## src/rtl/alu_share_arbiter_pkg.sv

```systemverilog
// Shared types and the round-robin pick function for the ALU share arbiter.
// Imported by the interface, the picker and the top.
package alu_share_pkg;
    localparam int NREQ  = 4;
    localparam int SEL_W = 2;

    typedef enum logic [0:0] {
        IDLE = 1'b0,
        EXEC = 1'b1
    } state_t;

    typedef struct packed {
        logic             any;
        logic [SEL_W-1:0] idx;
    } pick_t;

    // Scan from the highest offset down so the lowest offset from ptr wins last.
    function automatic pick_t rr_pick(input logic [NREQ-1:0] req, input logic [SEL_W-1:0] ptr);
        pick_t            p;
        logic [SEL_W-1:0] pos;
        p = '0;
        for (int k = NREQ - 1; k >= 0; k--) begin
            pos = ptr + SEL_W'(k);
            if (req[pos]) begin
                p.any = 1'b1;
                p.idx = pos;
            end
        end
        return p;
    endfunction
endpackage

```

## src/rtl/alu_share_arbiter_if.sv

```systemverilog
// Requester handshake plus shared-ALU datapath bundle for alu_share_arbiter.
// slave = arbiter side, master = requesters/ALU side.
interface alu_share_arbiter_if
    import alu_share_pkg::*;
#(
    parameter int WIDTH  = 32,
    parameter int CTRL_W = 4
);
    logic [NREQ-1:0]        req;
    logic [NREQ*WIDTH-1:0]  req_a;
    logic [NREQ*WIDTH-1:0]  req_b;
    logic [NREQ*CTRL_W-1:0] req_ctrl;
    logic [NREQ-1:0]        gnt;
    logic [WIDTH-1:0]       alu_a;
    logic [WIDTH-1:0]       alu_b;
    logic [CTRL_W-1:0]      alu_ctrl;
    logic [SEL_W-1:0]       alu_sel;
    logic [WIDTH-1:0]       alu_res;
    logic                   alu_zero;
    logic [NREQ-1:0]        rsp_valid;
    logic [WIDTH-1:0]       rsp_data;
    logic                   rsp_zero;
    logic                   busy;

    modport slave (
        input  req, req_a, req_b, req_ctrl, alu_res, alu_zero,
        output gnt, alu_a, alu_b, alu_ctrl, alu_sel, rsp_valid, rsp_data, rsp_zero, busy
    );

    modport master (
        output req, req_a, req_b, req_ctrl, alu_res, alu_zero,
        input  gnt, alu_a, alu_b, alu_ctrl, alu_sel, rsp_valid, rsp_data, rsp_zero, busy
    );
endinterface

```

## src/rtl/alu_share_arbiter_rr_pick4.sv

```systemverilog
// Combinational 4-way round-robin priority picker: first set req bit at or after ptr.
module rr_pick4
    import alu_share_pkg::*;
(
    input  logic [3:0] req,
    input  logic [1:0] ptr,
    output logic [1:0] idx,
    output logic       any
);
    pick_t p;

    always_comb p = rr_pick(req, ptr);

    assign idx = p.idx;
    assign any = p.any;
endmodule

```

## src/rtl/alu_share_arbiter.sv

```systemverilog
// Round-robin sharing of one ALU between four requesters with fixed result latency.
// Optional per-requester grant counters are built when ALU_SHARE_STATS_EN is defined.
module alu_share_arbiter
    import alu_share_pkg::*;
#(
    parameter int WIDTH   = 32,
    parameter int CTRL_W  = 4,
    parameter int ALU_LAT = 1
) (
    input  logic              clk,
    input  logic              reset,
    alu_share_arbiter_if.slave bus
`ifdef ALU_SHARE_STATS_EN
    ,
    input  logic [1:0]        stat_sel,
    input  logic              stat_clr,
    output logic [15:0]       stat_cnt
`endif
);
    state_t            state_reg, state_next;
    logic [SEL_W-1:0]  ptr_reg, ptr_next;
    logic [3:0]        lat_reg, lat_next;
    logic [NREQ-1:0]   gnt_reg, gnt_next;
    logic [NREQ-1:0]   rsp_valid_reg, rsp_valid_next;
    logic [WIDTH-1:0]  alu_a_reg, alu_a_next;
    logic [WIDTH-1:0]  alu_b_reg, alu_b_next;
    logic [CTRL_W-1:0] alu_ctrl_reg, alu_ctrl_next;
    logic [SEL_W-1:0]  alu_sel_reg, alu_sel_next;
    logic [WIDTH-1:0]  rsp_data_reg, rsp_data_next;
    logic              rsp_zero_reg, rsp_zero_next;
    logic              busy_reg, busy_next;

    logic [SEL_W-1:0]  pick_idx;
    logic              pick_any;
    logic [WIDTH-1:0]  a_arr    [NREQ];
    logic [WIDTH-1:0]  b_arr    [NREQ];
    logic [CTRL_W-1:0] ctrl_arr [NREQ];

    generate
        for (genvar gi = 0; gi < NREQ; gi++) begin : g_unpack
            assign a_arr[gi]    = bus.req_a[gi*WIDTH +: WIDTH];
            assign b_arr[gi]    = bus.req_b[gi*WIDTH +: WIDTH];
            assign ctrl_arr[gi] = bus.req_ctrl[gi*CTRL_W +: CTRL_W];
        end
    endgenerate

    rr_pick4 u_pick (
        .req (bus.req),
        .ptr (ptr_reg),
        .idx (pick_idx),
        .any (pick_any)
    );

    always_comb begin
        state_next     = state_reg;
        ptr_next       = ptr_reg;
        lat_next       = lat_reg;
        gnt_next       = '0;
        rsp_valid_next = '0;
        alu_a_next     = alu_a_reg;
        alu_b_next     = alu_b_reg;
        alu_ctrl_next  = alu_ctrl_reg;
        alu_sel_next   = alu_sel_reg;
        rsp_data_next  = rsp_data_reg;
        rsp_zero_next  = rsp_zero_reg;
        busy_next      = busy_reg;
        case (state_reg)
            IDLE: begin
                if (pick_any) begin
                    alu_a_next    = a_arr[pick_idx];
                    alu_b_next    = b_arr[pick_idx];
                    alu_ctrl_next = ctrl_arr[pick_idx];
                    alu_sel_next  = pick_idx;
                    gnt_next      = NREQ'(1) << pick_idx;
                    busy_next     = 1'b1;
                    lat_next      = 4'(ALU_LAT);
                    state_next    = EXEC;
                end
            end
            EXEC: begin
                lat_next = lat_reg - 4'd1;
                if (lat_reg == 4'd1) begin
                    rsp_data_next  = bus.alu_res;
                    rsp_zero_next  = bus.alu_zero;
                    rsp_valid_next = NREQ'(1) << alu_sel_reg;
                    // Pointer moves past the owner just served, wrapping 3 -> 0.
                    ptr_next       = alu_sel_reg + SEL_W'(1);
                    busy_next      = 1'b0;
                    state_next     = IDLE;
                end
            end
            default: state_next = IDLE;
        endcase
    end

    always_ff @(posedge clk or posedge reset) begin
        if (reset) begin
            state_reg     <= IDLE;
            ptr_reg       <= '0;
            lat_reg       <= '0;
            gnt_reg       <= '0;
            rsp_valid_reg <= '0;
            alu_a_reg     <= '0;
            alu_b_reg     <= '0;
            alu_ctrl_reg  <= '0;
            alu_sel_reg   <= '0;
            rsp_data_reg  <= '0;
            rsp_zero_reg  <= 1'b0;
            busy_reg      <= 1'b0;
        end else begin
            state_reg     <= state_next;
            ptr_reg       <= ptr_next;
            lat_reg       <= lat_next;
            gnt_reg       <= gnt_next;
            rsp_valid_reg <= rsp_valid_next;
            alu_a_reg     <= alu_a_next;
            alu_b_reg     <= alu_b_next;
            alu_ctrl_reg  <= alu_ctrl_next;
            alu_sel_reg   <= alu_sel_next;
            rsp_data_reg  <= rsp_data_next;
            rsp_zero_reg  <= rsp_zero_next;
            busy_reg      <= busy_next;
        end
    end

    assign bus.gnt       = gnt_reg;
    assign bus.rsp_valid = rsp_valid_reg;
    assign bus.alu_a     = alu_a_reg;
    assign bus.alu_b     = alu_b_reg;
    assign bus.alu_ctrl  = alu_ctrl_reg;
    assign bus.alu_sel   = alu_sel_reg;
    assign bus.rsp_data  = rsp_data_reg;
    assign bus.rsp_zero  = rsp_zero_reg;
    assign bus.busy      = busy_reg;

`ifdef ALU_SHARE_STATS_EN
    logic [15:0] cnt_arr [NREQ];

    generate
        for (genvar gi = 0; gi < NREQ; gi++) begin : g_stat
            logic [15:0] cnt_reg;
            // Clear takes priority over a coincident grant; counts saturate.
            always_ff @(posedge clk or posedge reset) begin
                if (reset) begin
                    cnt_reg <= '0;
                end else if (stat_clr) begin
                    cnt_reg <= '0;
                end else if (gnt_reg[gi] && (cnt_reg != 16'hFFFF)) begin
                    cnt_reg <= cnt_reg + 16'd1;
                end
            end
            assign cnt_arr[gi] = cnt_reg;
        end
    endgenerate

    assign stat_cnt = cnt_arr[stat_sel];
`endif
endmodule
```

## src/flat_wrapper.sv

```systemverilog
// flat-port wrapper written by rule: the top's interface ports become plain ports
module alu_share_arbiter_flat import alu_share_pkg::*;
#(
    parameter int WIDTH   = 32,
    parameter int CTRL_W  = 4,
    parameter int ALU_LAT = 1
)
  (clk, reset, bus_req, bus_req_a, bus_req_b, bus_req_ctrl, bus_alu_res, bus_alu_zero, bus_gnt, bus_alu_a, bus_alu_b, bus_alu_ctrl, bus_alu_sel, bus_rsp_valid, bus_rsp_data, bus_rsp_zero, bus_busy);
  alu_share_arbiter_if #(.WIDTH(WIDTH), .CTRL_W(CTRL_W)) bus_i ();
  input  logic clk;
  input  logic reset;
  input wire logic [$bits(bus_i.req)-1:0] bus_req;
  input wire logic [$bits(bus_i.req_a)-1:0] bus_req_a;
  input wire logic [$bits(bus_i.req_b)-1:0] bus_req_b;
  input wire logic [$bits(bus_i.req_ctrl)-1:0] bus_req_ctrl;
  input wire logic [$bits(bus_i.alu_res)-1:0] bus_alu_res;
  input wire logic [$bits(bus_i.alu_zero)-1:0] bus_alu_zero;
  output wire logic [$bits(bus_i.gnt)-1:0] bus_gnt;
  output wire logic [$bits(bus_i.alu_a)-1:0] bus_alu_a;
  output wire logic [$bits(bus_i.alu_b)-1:0] bus_alu_b;
  output wire logic [$bits(bus_i.alu_ctrl)-1:0] bus_alu_ctrl;
  output wire logic [$bits(bus_i.alu_sel)-1:0] bus_alu_sel;
  output wire logic [$bits(bus_i.rsp_valid)-1:0] bus_rsp_valid;
  output wire logic [$bits(bus_i.rsp_data)-1:0] bus_rsp_data;
  output wire logic [$bits(bus_i.rsp_zero)-1:0] bus_rsp_zero;
  output wire logic [$bits(bus_i.busy)-1:0] bus_busy;
  assign bus_i.req = bus_req;
  assign bus_i.req_a = bus_req_a;
  assign bus_i.req_b = bus_req_b;
  assign bus_i.req_ctrl = bus_req_ctrl;
  assign bus_i.alu_res = bus_alu_res;
  assign bus_i.alu_zero = bus_alu_zero;
  assign bus_gnt = bus_i.gnt;
  assign bus_alu_a = bus_i.alu_a;
  assign bus_alu_b = bus_i.alu_b;
  assign bus_alu_ctrl = bus_i.alu_ctrl;
  assign bus_alu_sel = bus_i.alu_sel;
  assign bus_rsp_valid = bus_i.rsp_valid;
  assign bus_rsp_data = bus_i.rsp_data;
  assign bus_rsp_zero = bus_i.rsp_zero;
  assign bus_busy = bus_i.busy;
  alu_share_arbiter #(.WIDTH(WIDTH), .CTRL_W(CTRL_W), .ALU_LAT(ALU_LAT)) u_core (.clk(clk), .reset(reset), .bus(bus_i));
endmodule
```

## config.mk

```make
export PLATFORM = sky130hd
export DESIGN_NAME = alu_share_arbiter_flat
export DESIGN_NICKNAME = d
export VERILOG_FILES = /design/src/rtl/alu_share_arbiter_pkg.sv /design/src/rtl/alu_share_arbiter_if.sv /design/src/rtl/alu_share_arbiter_rr_pick4.sv /design/src/rtl/alu_share_arbiter.sv /design/src/flat_wrapper.sv
export SDC_FILE = /design/constraint.sdc
export NUM_CORES = 1
export LEC_CHECK = 0
export CORE_AREA = 4 4 164 166
export CTS_CLUSTER_DIAMETER = 50
export CTS_CLUSTER_SIZE = 24
export DETAILED_ROUTE_END_ITERATION = 6
export DIE_AREA = 0 0 168 170
export PLACE_DENSITY = 0.68
export REMOVE_ABC_BUFFERS = 1
export SLEW_MARGIN = 40
export SYNTH_ARGS = -nofsm -noshare
export SYNTH_HDL_FRONTEND = slang
export SYNTH_SLANG_ARGS = --single-unit
export TNS_END_PERCENT = 30
```

## constraint.sdc

```tcl
create_clock -name clk -period 5.8 [get_ports clk]
set_clock_uncertainty 0.05 [all_clocks]
set_input_delay 1.16 -clock clk [delete_from_list [all_inputs] [get_ports clk]]
set_output_delay 1.16 -clock clk [all_outputs]
set_load 0.02 [all_outputs]
```

### After elaboration in Yosys (flattened, before gate mapping)

Cells that the tools add are included.

* word-level logic and storage cells: 65
* output and inout bits: 112
* flip-flop bits (word level): 119
* input bits: 311

* reductions and logical operators: 3
* bitwise logic cells: 2
* shifts and indexed selects: 2
* order comparisons: 5
* equality and inequality tests: 3
* $add $sub $neg: 5
* mux-type cells: 33

Operators with widths (count)
* binary-select mux 32 bit (select 2 bit): 2
* two-way mux 32 bit: 4
* two-way mux 4 bit: 7
* less-than comparator 2 x 3 -> 1 bit, second input constant: 4
* two-way mux 3 bit: 4
* binary-select mux 1 bit (select 2 bit): 4
* binary-select mux 4 bit (select 2 bit): 1
* two-way mux 1 bit: 8
* case mux 4 bit (2 select lines): 1
* << shifter 1 x 2 -> 4 bit, first input constant: 2
* AND reduction 2 bit: 3
* adder 2 x 1 -> 2 bit, second input constant: 2
* adder 2 bit, second input constant: 2
* equality test 4 x 1 -> 1 bit, second input constant: 1
* inequality test 2 bit, second input constant: 2
* case mux 1 bit (2 select lines): 2
* subtractor 4 x 1 -> 4 bit, second input constant: 1
* greater-or-equal comparator 3 bit, second input constant: 1
* NOT 2 -> 3 bit: 1
* NOT 1 bit: 1

### Longest topological paths before layout

* depth after elaboration: 11
* gate-level depth with buffers: 8
* gate-level depth less buffers: 5

### By module

A second synthesis with hierarchy kept.

* cells, all modules: 531
* area, all modules: 6881.6 um^2

Modules (own cells, without submodules)
* alu_share_arbiter: cells an instance 516, area an instance 6800.3 um^2, instances 1, seq. area each 2977.9 um^2
* rr_pick4: cells an instance 15, area an instance 81.3 um^2, instances 1, seq. area each 0.0 um^2

### Least setup slack after synthesis

Ideal clock, no wire load.

* path type: in2reg
* from: input port bus_req[2]
* to: register u_core.alu_a_reg[1] (netlist: u_core.bus.alu_a[1])
* arrival time: 2344 ps
* buffers on the path: 2
* setup time: 141 ps
* path slack: 3265 ps
* cell stages on the path: 7
* required time: 5609 ps
* cells stage by stage: nor2b_1 > a221o_1 > a21oi_2 > buf_2 > buf_4 > o2bb2ai_1 > a31oi_1

* longest elaborated chain between the ends: 10
* elaborated cells between the ends (all ways): 17
* classes of those cells: 15 x mux; 1 x bitwise; 1 x reduce/logical

Ends and longest elaborated chain
* start: declaration: line flat_wrapper.sv:12 `input wire logic [$bits(bus_i.req)-1:0] bus_req;`
* binary-select mux 1 bit (select 2 bit): line alu_share_arbiter_pkg.sv:24 `if (req[pos]) begin`
* two-way mux 1 bit (implied by the code): line alu_share_arbiter_pkg.sv:24
* two-way mux 3 bit (3 in a row): line alu_share_arbiter_pkg.sv:24
* two-way mux 3 bit (*): line alu_share_arbiter_pkg.sv:24
* NOT 2 -> 3 bit (implied by the code): line alu_share_arbiter.sv:70 `alu_a_next = a_arr[pick_idx];`
* binary-select mux 32 bit (select 2 bit): line alu_share_arbiter.sv:70
* two-way mux 32 bit (implied by the code) (2 in a row): line alu_share_arbiter.sv:70
* end signal: assignment: line alu_share_arbiter.sv:116 `alu_a_reg <= alu_a_next;`
* end: declaration: line alu_share_arbiter.sv:25 `logic [WIDTH-1:0] alu_a_reg, alu_a_next;`

Every way passes the cells marked *; elsewhere a longest branch is shown, timed or not. The select of a mux whose other input is x is not followed.
A chain may end at the register's enable or synchronous reset.

### Worst setup path after layout

* from: input port bus_req[0]
* to: register u_core.alu_b_reg[7] (netlist: u_core.bus.alu_b[7])

* longest elaborated chain between the ends: 10
* elaborated cells between the ends (all ways): 17
* classes of those cells: 15 x mux; 1 x bitwise; 1 x reduce/logical

Ends and longest elaborated chain
* binary-select mux 1 bit (select 2 bit): line alu_share_arbiter_pkg.sv:24
* two-way mux 1 bit (implied by the code): line alu_share_arbiter_pkg.sv:24
* two-way mux 3 bit (3 in a row): line alu_share_arbiter_pkg.sv:24
* two-way mux 3 bit (*): line alu_share_arbiter_pkg.sv:24
* NOT 2 -> 3 bit (implied by the code): line alu_share_arbiter.sv:71 `alu_b_next = b_arr[pick_idx];`
* binary-select mux 32 bit (select 2 bit): line alu_share_arbiter.sv:71
* two-way mux 32 bit (implied by the code) (2 in a row): line alu_share_arbiter.sv:71
* end signal: assignment: line alu_share_arbiter.sv:117 `alu_b_reg <= alu_b_next;`
* end: declaration: line alu_share_arbiter.sv:26 `logic [WIDTH-1:0] alu_b_reg, alu_b_next;`

Marks and branches as above.

==> impl_results.md <==
* DIE WIDTH at 168 um
* First-pass GRT wire length at 36.7 mm
* I/O Buffers at 422
* Nets at 1,322
* I/O Pins at 423
* GR Overflow Total at 0
* DRC viols at 0
* Crit path capture: u_core.bus.alu_b[7]
* Worst-Margin Slew at 0.693 ns
* Yosys Warn Count at 0
* Final Wtd Congestion at 0.802
* Yosys top cell by area: dfrtp_1
* Most numerous cell in the Yosys netlist: nand2_1
* Met2 Usage GRT at 27.6%
* Sequential-to-total area share from yosys stat at 47.2%
* Hold Violations, Final at 0
* Top cells by count, synth: nand2_1, dfrtp_1, mux2i_1
* Yosys cell types at 38
* Max_cap viols at 0
* Clk_lat worst skew at 0.41 ns
* Cell Area, Synth at 6310 um2
* H-tree lvl count at 4
* DR iter-0 viols at 260
* Vias per cell at 4.69
* Grt met3 use at 5.41%
* Slew margin rel. at 53.8%
* Worst setup startpoint: bus_req[0]
* Row Count at 59
* Bufs on Longest Clock Path at 2
* Met1 Usage GRT at 19.2%
* WL/cell at 18.2 um
* Fin. max-slew vios at 0
* Filler cells at 2,473
* FF-to-FF Start: u_core.ptr_reg[1]
* HPWL Detailed at 18.7 mm
* Crit start category: primary input
* Die H at 170 um
* Tot Pwr at 5.36 mW
* Vias in the first global route at 6,511
* Share of the synthesized area in the top cell type at 47.2%
* Core ar. at 25,600 um2
* CTS tree: done
* Die ar. at 28,600 um2
* Hold buffers post-CTS at 0
* Flop2flop setup slack at 3.47 ns
* Synth area leaders: dfrtp_1, mux2i_1, o2bb2ai_1
* CTS resizes at 0
* Share of post-route cells with drive strength above 1 at 5.60%
* Initial core utilization at 24.6%
* Final Util at 44.5%
* Synth Instances at 600
* Pleak at 4.64 nW
* Asr flop ratio synth at 100%
* Critical path endpoint category: flop
* Antenna cells at 0
* Total clock sinks at 119
* Total GRT Usage at 16.2%
* Cell depth of the worst flop-to-flop path at 6
* Power Dens Cells at 470 nW/um2
* Postcts setup bufs at 0
* Hold Path Class: flop to flop
* Area grow syn2layout at 80.5%
* Critical path peak fanout at 27
* Clock transition at path regs at 0.06 ns
* Drt total wl at 24.6 mm
* Post-synthesis area per instance at 10.5 um2
* Initial antenna violation count at 0
* Final cycle utilization of the critical path at 55.1%
* Top_reg_cell synth: dfrtp_1
* Tmin final at 3.19 ns
* Status: complete, no violations
* Register bit total from synthesis at 119
* WP data arrival at 3.41 ns
* Reg-to-Reg End: u_core.bus.alu_b[5]
* Clock root buffer: clkbuf_16
* Num CTS Buffers at 17
* Max Fclk at 313 MHz
* WP data required at 6.01 ns
* Grt peak-use layer: met2
* EDFF count, synth at 0
* Largest net degree at the start of global routing at 95
* Worst Setup Path Type: primary input to flop
* Drt pass-1 iters at 4
* Final ANT Viol Nets at 0
* Vias at 6,352
* Unrepaired setup endpoints after global routing: no
* VDD IR max at 0.309 mV
* # setup viols final at 0
[report_power, final]
| group | internal (mW) | switching, mW |
|---|---|---|
| sequential | 1.23 | 0.245 |
| combinational | 1.35 | 1.46 |
| clock | 0.646 | 0.428 |
| total | 3.23 | 2.13 |
[worst max-delay path, cell delays in order]
cell and delay, ns:
clkdlybuf4s50_1 0.48, nor2b_1 0.17, o21bai_1 0.31, nand2_1 0.19, nor2_4 0.30, clkbuf_16 0.26
buf_4 0.37, a31oi_1 0.15
[cells in the final DEF, fill, tap and decap left out, types with 8 or more instances in the layout]
cell and count:
mux2_1 30, clkbuf_16 18, a31oi_1 68, buf_4 8, dfrtp_1 119, nand2_1 142, clkdlybuf4s50_1 422, o2bb2ai_1 68
mux2i_1 70
[metrics by stage]
| stage | instance area (um2) | setup TNS, ns | std cells | worst slack, ns | hold WS, ns |
|---|---|---|---|---|---|
| 2_1_floorplan | 5970 | -34.40 | 551 | -0.504 | 0.415 |
| 3_3_place_gp | 10700 | 0 | 1318 | 1.95 | 0.418 |
| 3_5_place_dp | 10800 | 0 | 1319 | 1.93 | 0.424 |
| 4_1_cts | 11300 | 0 | 1351 | 2.37 | 0.437 |
| 5_1_grt | 11400 | 0 | 1353 | 2.46 | 0.449 |
| 6_report | 11400 | 0 | 1353 | 2.61 | 0.434 |
[worst min-delay path by stage]
stage / from / end / slack (ns) / cells past startpoint
2_1_floorplan: u_core.lat_reg[3] / u_core.lat_reg[3] / 0.42 / 1
3_3_place_gp: u_core.bus.rsp_data[31] / u_core.bus.rsp_data[31] / 0.42 / 1
3_5_place_dp: u_core.bus.rsp_data[9] / u_core.bus.rsp_data[9] / 0.42 / 1
4_1_cts: u_core.bus.rsp_data[9] / u_core.bus.rsp_data[9] / 0.44 / 1
5_1_grt: u_core.bus.rsp_data[9] / u_core.bus.rsp_data[9] / 0.45 / 1
6_report: u_core.bus.rsp_data[9] / u_core.bus.rsp_data[9] / 0.43 / 1
[per-layer routing]
metal / vias up / wire length, um / part of all wire (%)
met5: - / 0 / 0
met1: 3017 / 9770 / 40
li1: 2996 / - / -
met4: 0 / 605 / 2.5
met2: 307 / 12000 / 49
met3: 32 / 2230 / 9.1
[cell type report]
cell class                      count  area (um2)  share of cell area, %
Clock buffer                       18         429                   3.77
Clock inverter                     14         163                   1.43
Inverter                            8        32.5                  0.285
Multi-Input combinational cell    424        3000                   26.3
Sequential cell                   119        2980                   26.1
Tap cell                          335         419                   3.68
Timing Repair Buffer              435        4380                   38.4
[logic make-up after synthesis]
group / count (synthesis) / synth area share [%]
adder cells (fa/ha/maj): 6 / 1.19
AND/OR/NAND/NOR: 162 / 10.5
AO/OA/AOI/OAI: 152 / 18.0
buffers and inverters: 57 / 5.95
flip-flops: 119 / 47.2
multiplexers: 104 / 17.2
Note: power is estimated with default switching activity, not from simulation.
